## src/rtl/axi_lite_regbank.sv

```systemverilog
// AXI4-Lite slave register bank: NUM_REGS 32-bit control registers with
// byte-strobed writes, readback, per-register write pulses and SLVERR for
// indices beyond the implemented range. All outputs come straight from flops.
module axi_lite_regbank #(
    parameter int ADDR_WIDTH = 12,
    parameter int NUM_REGS   = 16
) (
    input  logic                     ACLK,
    input  logic                     ARESET,
    input  logic [ADDR_WIDTH-1:0]    S_AXI_AWADDR,
    input  logic [2:0]               S_AXI_AWPROT,
    input  logic                     S_AXI_AWVALID,
    output logic                     S_AXI_AWREADY,
    input  logic [31:0]              S_AXI_WDATA,
    input  logic [3:0]               S_AXI_WSTRB,
    input  logic                     S_AXI_WVALID,
    output logic                     S_AXI_WREADY,
    output logic [1:0]               S_AXI_BRESP,
    output logic                     S_AXI_BVALID,
    input  logic                     S_AXI_BREADY,
    input  logic [ADDR_WIDTH-1:0]    S_AXI_ARADDR,
    input  logic [2:0]               S_AXI_ARPROT,
    input  logic                     S_AXI_ARVALID,
    output logic                     S_AXI_ARREADY,
    output logic [31:0]              S_AXI_RDATA,
    output logic [1:0]               S_AXI_RRESP,
    output logic                     S_AXI_RVALID,
    input  logic                     S_AXI_RREADY,
    output logic [32*NUM_REGS-1:0]   REG_OUT,
    output logic [NUM_REGS-1:0]      REG_WR_STB
);

    localparam int IDX_W = ADDR_WIDTH - 2;

    typedef enum logic [1:0] {WR_COLLECT = 2'd0, WR_COMMIT = 2'd1, WR_RESP = 2'd2} wr_state_t;
    typedef enum logic {RD_IDLE = 1'b0, RD_RESP = 1'b1} rd_state_t;

    // Merge write data into the old word byte by byte under the strobe mask.
    function automatic logic [31:0] apply_strb(input logic [31:0] old_word,
                                               input logic [31:0] new_word,
                                               input logic [3:0]  strb);
        logic [31:0] merged;
        merged = old_word;
        for (int b = 0; b < 4; b++) begin
            if (strb[b]) begin
                merged[8*b +: 8] = new_word[8*b +: 8];
            end else begin
                merged[8*b +: 8] = old_word[8*b +: 8];
            end
        end
        return merged;
    endfunction

    wr_state_t               wr_state_r, wr_state_s;
    rd_state_t               rd_state_r, rd_state_s;
    logic                    aw_held_r, aw_held_s, w_held_r, w_held_s;
    logic                    awready_r, wready_r, bvalid_r, arready_r, rvalid_r;
    logic [1:0]              bresp_r, rresp_r;
    logic [IDX_W-1:0]        wr_idx_r;
    logic [31:0]             wdata_r, rdata_r, rd_data_s;
    logic [3:0]              wstrb_r;
    logic [31:0]             regs_r [NUM_REGS];
    logic [NUM_REGS-1:0]     wr_stb_r, wr_sel_s;
    logic                    wr_hit_s, rd_hit_s;
    logic                    aw_hs_s, w_hs_s, b_hs_s, ar_hs_s, r_hs_s;
    logic                    unused_s;

    assign aw_hs_s = S_AXI_AWVALID & awready_r;
    assign w_hs_s  = S_AXI_WVALID  & wready_r;
    assign b_hs_s  = S_AXI_BREADY  & bvalid_r;
    assign ar_hs_s = S_AXI_ARVALID & arready_r;
    assign r_hs_s  = S_AXI_RREADY  & rvalid_r;

    // Protection bits and byte offsets carry no meaning for this bank.
    assign unused_s = ^{S_AXI_AWPROT, S_AXI_ARPROT, S_AXI_AWADDR[1:0], S_AXI_ARADDR[1:0]};

    assign S_AXI_AWREADY = awready_r;
    assign S_AXI_WREADY  = wready_r;
    assign S_AXI_BVALID  = bvalid_r;
    assign S_AXI_BRESP   = bresp_r;
    assign S_AXI_ARREADY = arready_r;
    assign S_AXI_RVALID  = rvalid_r;
    assign S_AXI_RDATA   = rdata_r;
    assign S_AXI_RRESP   = rresp_r;
    assign REG_WR_STB    = wr_stb_r;

    for (genvar g = 0; g < NUM_REGS; g++) begin : g_reg_out
        assign REG_OUT[32*g +: 32] = regs_r[g];
    end

    // One-hot select of the held write index; no bit set means out of range.
    always_comb begin
        wr_sel_s = {NUM_REGS{1'b0}};
        for (int k = 0; k < NUM_REGS; k++) begin
            if (wr_idx_r == IDX_W'(k)) begin
                wr_sel_s[k] = 1'b1;
            end else begin
                wr_sel_s[k] = 1'b0;
            end
        end
        wr_hit_s = |wr_sel_s;
    end

    // Read mux from the live AR address; unmatched indices read as zero.
    always_comb begin
        rd_data_s = 32'h0000_0000;
        rd_hit_s  = 1'b0;
        for (int k = 0; k < NUM_REGS; k++) begin
            if (S_AXI_ARADDR[ADDR_WIDTH-1:2] == IDX_W'(k)) begin
                rd_data_s = regs_r[k];
                rd_hit_s  = 1'b1;
            end else begin
                rd_data_s = rd_data_s;
                rd_hit_s  = rd_hit_s;
            end
        end
    end

    // Write FSM next state: collect AW and W independently, commit once, respond.
    always_comb begin
        wr_state_s = wr_state_r;
        aw_held_s  = aw_held_r;
        w_held_s   = w_held_r;
        case (wr_state_r)
            WR_COLLECT: begin
                if (aw_hs_s) begin
                    aw_held_s = 1'b1;
                end else begin
                    aw_held_s = aw_held_r;
                end
                if (w_hs_s) begin
                    w_held_s = 1'b1;
                end else begin
                    w_held_s = w_held_r;
                end
                if (aw_held_s && w_held_s) begin
                    wr_state_s = WR_COMMIT;
                end else begin
                    wr_state_s = WR_COLLECT;
                end
            end
            WR_COMMIT: begin
                wr_state_s = WR_RESP;
            end
            WR_RESP: begin
                if (b_hs_s) begin
                    wr_state_s = WR_COLLECT;
                    aw_held_s  = 1'b0;
                    w_held_s   = 1'b0;
                end else begin
                    wr_state_s = WR_RESP;
                end
            end
            default: begin
                wr_state_s = WR_COLLECT;
                aw_held_s  = 1'b0;
                w_held_s   = 1'b0;
            end
        endcase
    end

    // Write FSM state, readies, captured AW/W payload and the B response.
    always_ff @(posedge ACLK) begin
        if (ARESET) begin
            wr_state_r <= WR_COLLECT;
            aw_held_r  <= 1'b0;
            w_held_r   <= 1'b0;
            awready_r  <= 1'b1;
            wready_r   <= 1'b1;
            bvalid_r   <= 1'b0;
            bresp_r    <= 2'b00;
            wr_idx_r   <= {IDX_W{1'b0}};
            wdata_r    <= 32'h0000_0000;
            wstrb_r    <= 4'h0;
        end else begin
            wr_state_r <= wr_state_s;
            aw_held_r  <= aw_held_s;
            w_held_r   <= w_held_s;
            awready_r  <= (wr_state_s == WR_COLLECT) && !aw_held_s;
            wready_r   <= (wr_state_s == WR_COLLECT) && !w_held_s;
            if (aw_hs_s) begin
                wr_idx_r <= S_AXI_AWADDR[ADDR_WIDTH-1:2];
            end
            if (w_hs_s) begin
                wdata_r <= S_AXI_WDATA;
                wstrb_r <= S_AXI_WSTRB;
            end
            if (wr_state_r == WR_COMMIT) begin
                bvalid_r <= 1'b1;
                bresp_r  <= wr_hit_s ? 2'b00 : 2'b10;
            end else if (b_hs_s) begin
                bvalid_r <= 1'b0;
            end
        end
    end

    // Register file update and write pulse, both landing on the commit edge.
    always_ff @(posedge ACLK) begin
        if (ARESET) begin
            for (int k = 0; k < NUM_REGS; k++) begin
                regs_r[k] <= 32'h0000_0000;
            end
            wr_stb_r <= {NUM_REGS{1'b0}};
        end else if (wr_state_r == WR_COMMIT) begin
            for (int k = 0; k < NUM_REGS; k++) begin
                if (wr_sel_s[k]) begin
                    regs_r[k] <= apply_strb(regs_r[k], wdata_r, wstrb_r);
                end
            end
            wr_stb_r <= wr_sel_s;
        end else begin
            wr_stb_r <= {NUM_REGS{1'b0}};
        end
    end

    // Read FSM next state.
    always_comb begin
        rd_state_s = rd_state_r;
        case (rd_state_r)
            RD_IDLE: begin
                if (ar_hs_s) begin
                    rd_state_s = RD_RESP;
                end else begin
                    rd_state_s = RD_IDLE;
                end
            end
            RD_RESP: begin
                if (r_hs_s) begin
                    rd_state_s = RD_IDLE;
                end else begin
                    rd_state_s = RD_RESP;
                end
            end
            default: begin
                rd_state_s = RD_IDLE;
            end
        endcase
    end

    // Read FSM state and R channel; data is sampled from pre-edge register values.
    always_ff @(posedge ACLK) begin
        if (ARESET) begin
            rd_state_r <= RD_IDLE;
            arready_r  <= 1'b1;
            rvalid_r   <= 1'b0;
            rdata_r    <= 32'h0000_0000;
            rresp_r    <= 2'b00;
        end else begin
            rd_state_r <= rd_state_s;
            arready_r  <= (rd_state_s == RD_IDLE);
            if (ar_hs_s) begin
                rvalid_r <= 1'b1;
                rdata_r  <= rd_data_s;
                rresp_r  <= rd_hit_s ? 2'b00 : 2'b10;
            end else if (r_hs_s) begin
                rvalid_r <= 1'b0;
            end
        end
    end

endmodule

```

## config.mk

```make
export PLATFORM = sky130hd
export DESIGN_NAME = axi_lite_regbank
export DESIGN_NICKNAME = d
export VERILOG_FILES = /design/src/rtl/axi_lite_regbank.sv
export SDC_FILE = /design/constraint.sdc
export NUM_CORES = 1
export LEC_CHECK = 0
export CORE_AREA = 5 5 218 326
export CTS_BUF_LIST = sky130_fd_sc_hd__clkbuf_4
export DETAILED_ROUTE_END_ITERATION = 6
export DIE_AREA = 0 0 223 331
export GPL_ROUTABILITY_DRIVEN = 0
export PLACE_DENSITY_LB_ADDON = 0.2
export SLEW_MARGIN = 5
export SYNTH_ARGS = -nofsm -noshare
export SYNTH_HDL_FRONTEND = slang
export SYNTH_SLANG_ARGS = --single-unit
```

## constraint.sdc

```tcl
create_clock -name ACLK -period 3.4 [get_ports ACLK]
set_input_delay 1.02 -clock ACLK [delete_from_list [all_inputs] [get_ports ACLK]]
set_output_delay 1.02 -clock ACLK [all_outputs]
set_load 0.05 [all_outputs]
```

; ---- Word-level counts from Yosys, hierarchy flattened
; Memories as Yosys holds them, arrays and structs flattened.
; Cells that the tools add are included.
[totals]
reg_bits = 108
ramBits = 512
output_inout_bits = 569
memories = 1
wordCells = 492
[memory_table]
columns = memory, words, word_bits, rd, rd_clocked_by_memory_dff, write_ports, line
row1 = regs_r, 16, 32, 16, 0, 16, 62  ; logic [31:0] regs_r [NUM_REGS];
[classes]
mux = 406
n_bitwise = 24
n_reduce_logical = 13
n_eq_ne = 32
[ops]
columns = op, n
row1 = 2-to-1 mux 8 bit, 256
row2 = 2-to-1 mux 32 bit, 32
row3 = "== test 10 x 4 -> 1 bit, second input constant", 16
row4 = 2-to-1 mux 1 bit, 111
row5 = "== test 10 x 3 -> 1 bit, second input constant", 8
row6 = "== test 10 x 2 -> 1 bit, second input constant", 4
row7 = "== test 10 x 1 -> 1 bit, second input constant", 2
row8 = zero test 10 bit, 2
row9 = bitwise OR 1 bit, 16
row10 = OR reduction 16 bit, 1
row11 = 2-to-1 mux 2 bit, 3
row12 = one-hot mux 1 bit (3 select lines), 2
row13 = one-hot mux 2 bit (3 select lines), 1
row14 = bitwise AND 1 bit, 5
row15 = zero test 2 bit, 2
row16 = nonzero test 2 bit, 2
row17 = logical AND 1 bit, 3
row18 = inverter 1 bit, 3
row19 = "== test 2 x 1 -> 1 bit, second input constant", 1
row20 = "== test 2 bit, second input constant", 1
row21 = zero test 1 bit, 2
row22 = one-hot mux 1 bit (2 select lines), 1
row23 = OR reduction 2 bit, 1

; ---- Longest topological paths before layout
; Gate-level depths: netlist of the first run.
[logic_depth]
word_depth = 18
depth_mapped = 10
mapped_depth_nobuf = 6

; ---- Worst setup path before layout of the first run
; No wires, ideal clock.
[synth_path]
path_kind = input to register
start = input port S_AXI_ARADDR[5]
end = register rdata_r[0], in the netlist S_AXI_RDATA[0]
cell_stages = 9
path_slack_ns = 0.663
required_ns = 3.321
arrival_time_ns = 2.658
path_cell_list = buf_2 -> or4b_1 -> clkbuf_1 -> nor3_4 -> buf_4 -> nand2_1 -> a32oi_1 -> o31ai_1 -> a22oi_1
[synth_between]
elab_chain_cells = 17
word_cells_on_any_way = 32
[synth_lines]
columns = item, line
row1 = from (decl), 21  ; input logic [ADDR_WIDTH-1:0] S_AXI_ARADDR,
row2 = zero test 10 bit, 109  ; if (S_AXI_ARADDR[ADDR_WIDTH-1:2] == IDX_W'(k)) begin
row3 = 2-to-1 mux 32 bit (15 in a row), 109
row4 = 2-to-1 mux 32 bit *, 109
row5 = to (signal assigned), 253  ; rdata_r <= rd_data_s;
row6 = to (decl), 60  ; logic [31:0] wdata_r, rdata_r, rd_data_s;
; Every way passes the cells marked *; elsewhere a longest branch is shown, timed or not.
; A chain may end at the register's enable or synchronous reset.

==> impl_metrics.ini, run 1 <==
[power_and_ir_drop]
leakage_nw = 13.9
cellPowerDensity_nw_per_um2 = 504
ir_drop_v = 0.000337

[setup_path]
crit_path_cell_trace = clkdlybuf4s50_1
cp.required_ps = 2380
slowest_stage = clkdlybuf4s50_1
rrSetupSlack_ps = 280
critical_path_class = register to primary output
cp_top_family = buffers and inverters
critPathMaxFanout = 2
r2r-start = wr_idx_r[4]
r2r_end = regs_r[0][221]
rr_worst_depth = 6
endpoint_kind = primary output
worstPathArrival_ps = 2290
cp_slowest_stage_delay_ps = 840
crit_path_start_kind = register
cp_num_buf_inv = 1

[timing]
maxSlewViolCount = 0
finalClockSkew_ps = 70.9
slew_headroom = 0.271
fin_ws_ps = 89.7
hold_violations = 0
setup_violations = 0
tightestPinTransition_ps = 1090
period_share = 0.974
finalCriticalPeriod_ps = 3310
fmax_mhz = 302

[global_route]
grt_max_degree = 107
grt_use_total = 0.314
antenna_found_initial = 13
grt_pass1_vias = 23400
grt_pass1_wl_mm = 168
gr-total-overflow = 0

[layout]
drive_above_1_share = 0.155
area_growth_pct = 38.1
fin_nets = 3076
fin_cells = 4030
stdcell_area_um2 = 37100

[worst_hold_path]
worstHoldEndpoint = wstrb_r[0]
hp-start = ARESET
hp-class = input pin to register
hold-path-cell-count = 2

[routing]
avgRoutedWirePerCell_um = 30.0
vias_per_cell = 5.77
drcViolationCount = 0
initialDrtViolationCount = 2498
ant_nets = 0
drt-total-wl_mm = 121
via_count = 23200
drtPass1Iterations = 7

[placed_design]
post-dp-hpwl_mm = 93.6
placed_cell_area_um2 = 35200
dp.cells = 3741
dpl_worst_slack_ps = -100
numPortBuffers = 629

[clock_tree]
path_clk_slew_ps = 80
clock-sinks = 618
cts_setup_buffers = 0
cts.path.max_buffers = 3
htree_levels = 4
cts_tree = built
clock_latency_ps = 1020
cts_buffers = 152
root_buffer = clkbuf_4

[yosys]
synth_edf_count = 512
synth.most_common_cell = edfxtp_1
syn-cell-area_um2 = 26900
synthArstFlopShare = 0
yosysUniqueCellTypes = 71
synth_top_cell_by_area = edfxtp_1
syn_avg_cell_area_um2 = 12.1
synth_commonest_cells = 512 x edfxtp_1, 323 x and2_1, 163 x nand2_1
yosys_warnings = 0
synthCells = 2231
synth_area_leaders = edfxtp_1 57%, dfxtp_1 7.9%, and2_1 7.5%
synth_top_cell_area_share = 0.572
synth_seq_area_share = 0.651
ys_seq_elements = 618
synthFlopType = edfxtp_1

[die]
rows = 117
die_h_um = 331
die_w_um = 223
io_pins = 642
coreArea_um2 = 67600
initial_core_util = 0.398
dieArea_um2 = 73800

[run_status]
status = finished clean

[job]
drv_cap = 0
[stage by stage]
stage | utilization | power [mW] | hold WS [ps] | setup TNS, ps
6_report | 0.549 | 18.7 | 366 | 0
5_1_grt | 0.549 | 19.4 | 292 | -54.6
4_1_cts | 0.548 | 18.8 | 243 | 0
3_5_place_dp | 0.521 | 12.5 | 449 | -688
3_3_place_gp | 0.521 | 12.5 | 445 | -374
2_1_floorplan | - | 11.0 | 436 | 0
[worst max-delay path by stage]
stage | to | slack, ps | cells after the start | startpoint
finish | REG_OUT[337] | 90 | 1 | regs_r[1][81]
global route | REG_OUT[287] | -10 | 1 | regs_r[1][31]
CTS | REG_OUT[405] | 0.4 | 1 | regs_r[1][149]
detailed placement | S_AXI_RDATA[26] | -100 | 8 | S_AXI_ARADDR[7]
global placement | S_AXI_RDATA[17] | -50 | 8 | S_AXI_ARADDR[7]
floorplan | S_AXI_RDATA[0] | 660 | 9 | S_AXI_ARADDR[5]
[layer usage]
layer  track usage  part of all wire  vias to the layer above
li1              -                 -                     9907
met1         0.384              0.37                    11500
met2         0.520              0.48                     1501
met3        0.0896              0.10                      282
met4         0.141             0.045                        4
met5             0           0.00028                        -
[registers in the layout, summed over array words and instances, names as in the netlist]
| signal | flops |
|---|---|
| S_AXI_AWREADY | 1 |
| S_AXI_RVALID | 1 |
| S_AXI_ARREADY | 1 |
| REG_WR_STB | 16 |
| w_held_r | 1 |
| rd_state_r | 1 |
| S_AXI_WREADY | 1 |
| aw_held_r | 1 |
| wr_idx_r | 10 |
| S_AXI_BRESP | 1 |
| wr_state_r | 2 |
| regs_r | 512 |
| S_AXI_BVALID | 1 |
| S_AXI_RRESP | 1 |
| wstrb_r | 4 |
| wdata_r | 32 |
| S_AXI_RDATA | 32 |
[power breakdown]
group	switching [mW]	total, mW	internal (mW)	leakage [nW]
clock	3.10	6.34	3.24	1.17
sequential	0.584	9.24	8.65	6.11
combinational	2.24	3.15	0.905	6.66
total	5.92	18.7	12.8	13.9
[cell type report]
class                      instances  area (µm²)
multi-input combinational       1400        8520
fill                            5890       30500
antenna                           14        35.0
clock buffer                     230        1730
clock inverter                    45         236
inverter                          12        47.5
timing repair buffer             819        7950
tap                              892        1120
sequential                       618       17500
[kinds of logic after synthesis]
kind of cell	synth area share
and+or+nand+nor	0.146
AOI/OAI and AO/OA	0.166
DFF	0.651
buffers and inverters	0.0346
muxes	0.00200
other	0.000139
[layout by cell type, fill, tap and decap left out, types with 29 or more instances in the layout]
cell type / Yosys / final
clkdlybuf4s50_1: 0 / 541
edfxtp_1: 512 / 512
and2_1: 323 / 322
clkbuf_4: 0 / 230
buf_4: 6 / 165
nand2_1: 163 / 160
a21oi_1: 161 / 160
o21ai_0: 144 / 144
dfxtp_1: 106 / 106
nor2_1: 85 / 84
dlygate4sd2_1: 0 / 83
a21o_1: 78 / 78
a22oi_1: 65 / 65
o22ai_1: 50 / 50
nor2b_1: 37 / 37
clkinv_1: 1 / 34
o21a_1: 29 / 29
[timing repair]
action,CTS,global route
pin swaps,0,0
gates resized for setup,83,2
setup endpoints to repair,83,2
hold buffers,0,0
Note: power is estimated with default switching activity, not from simulation.
==> inputs of run 2 (changes only) <==
TNS_END_PERCENT = 30   (was unset)
==> results of run 2 <==
Same layout as run 1: the final DEF is identical, and so are final timing and power.
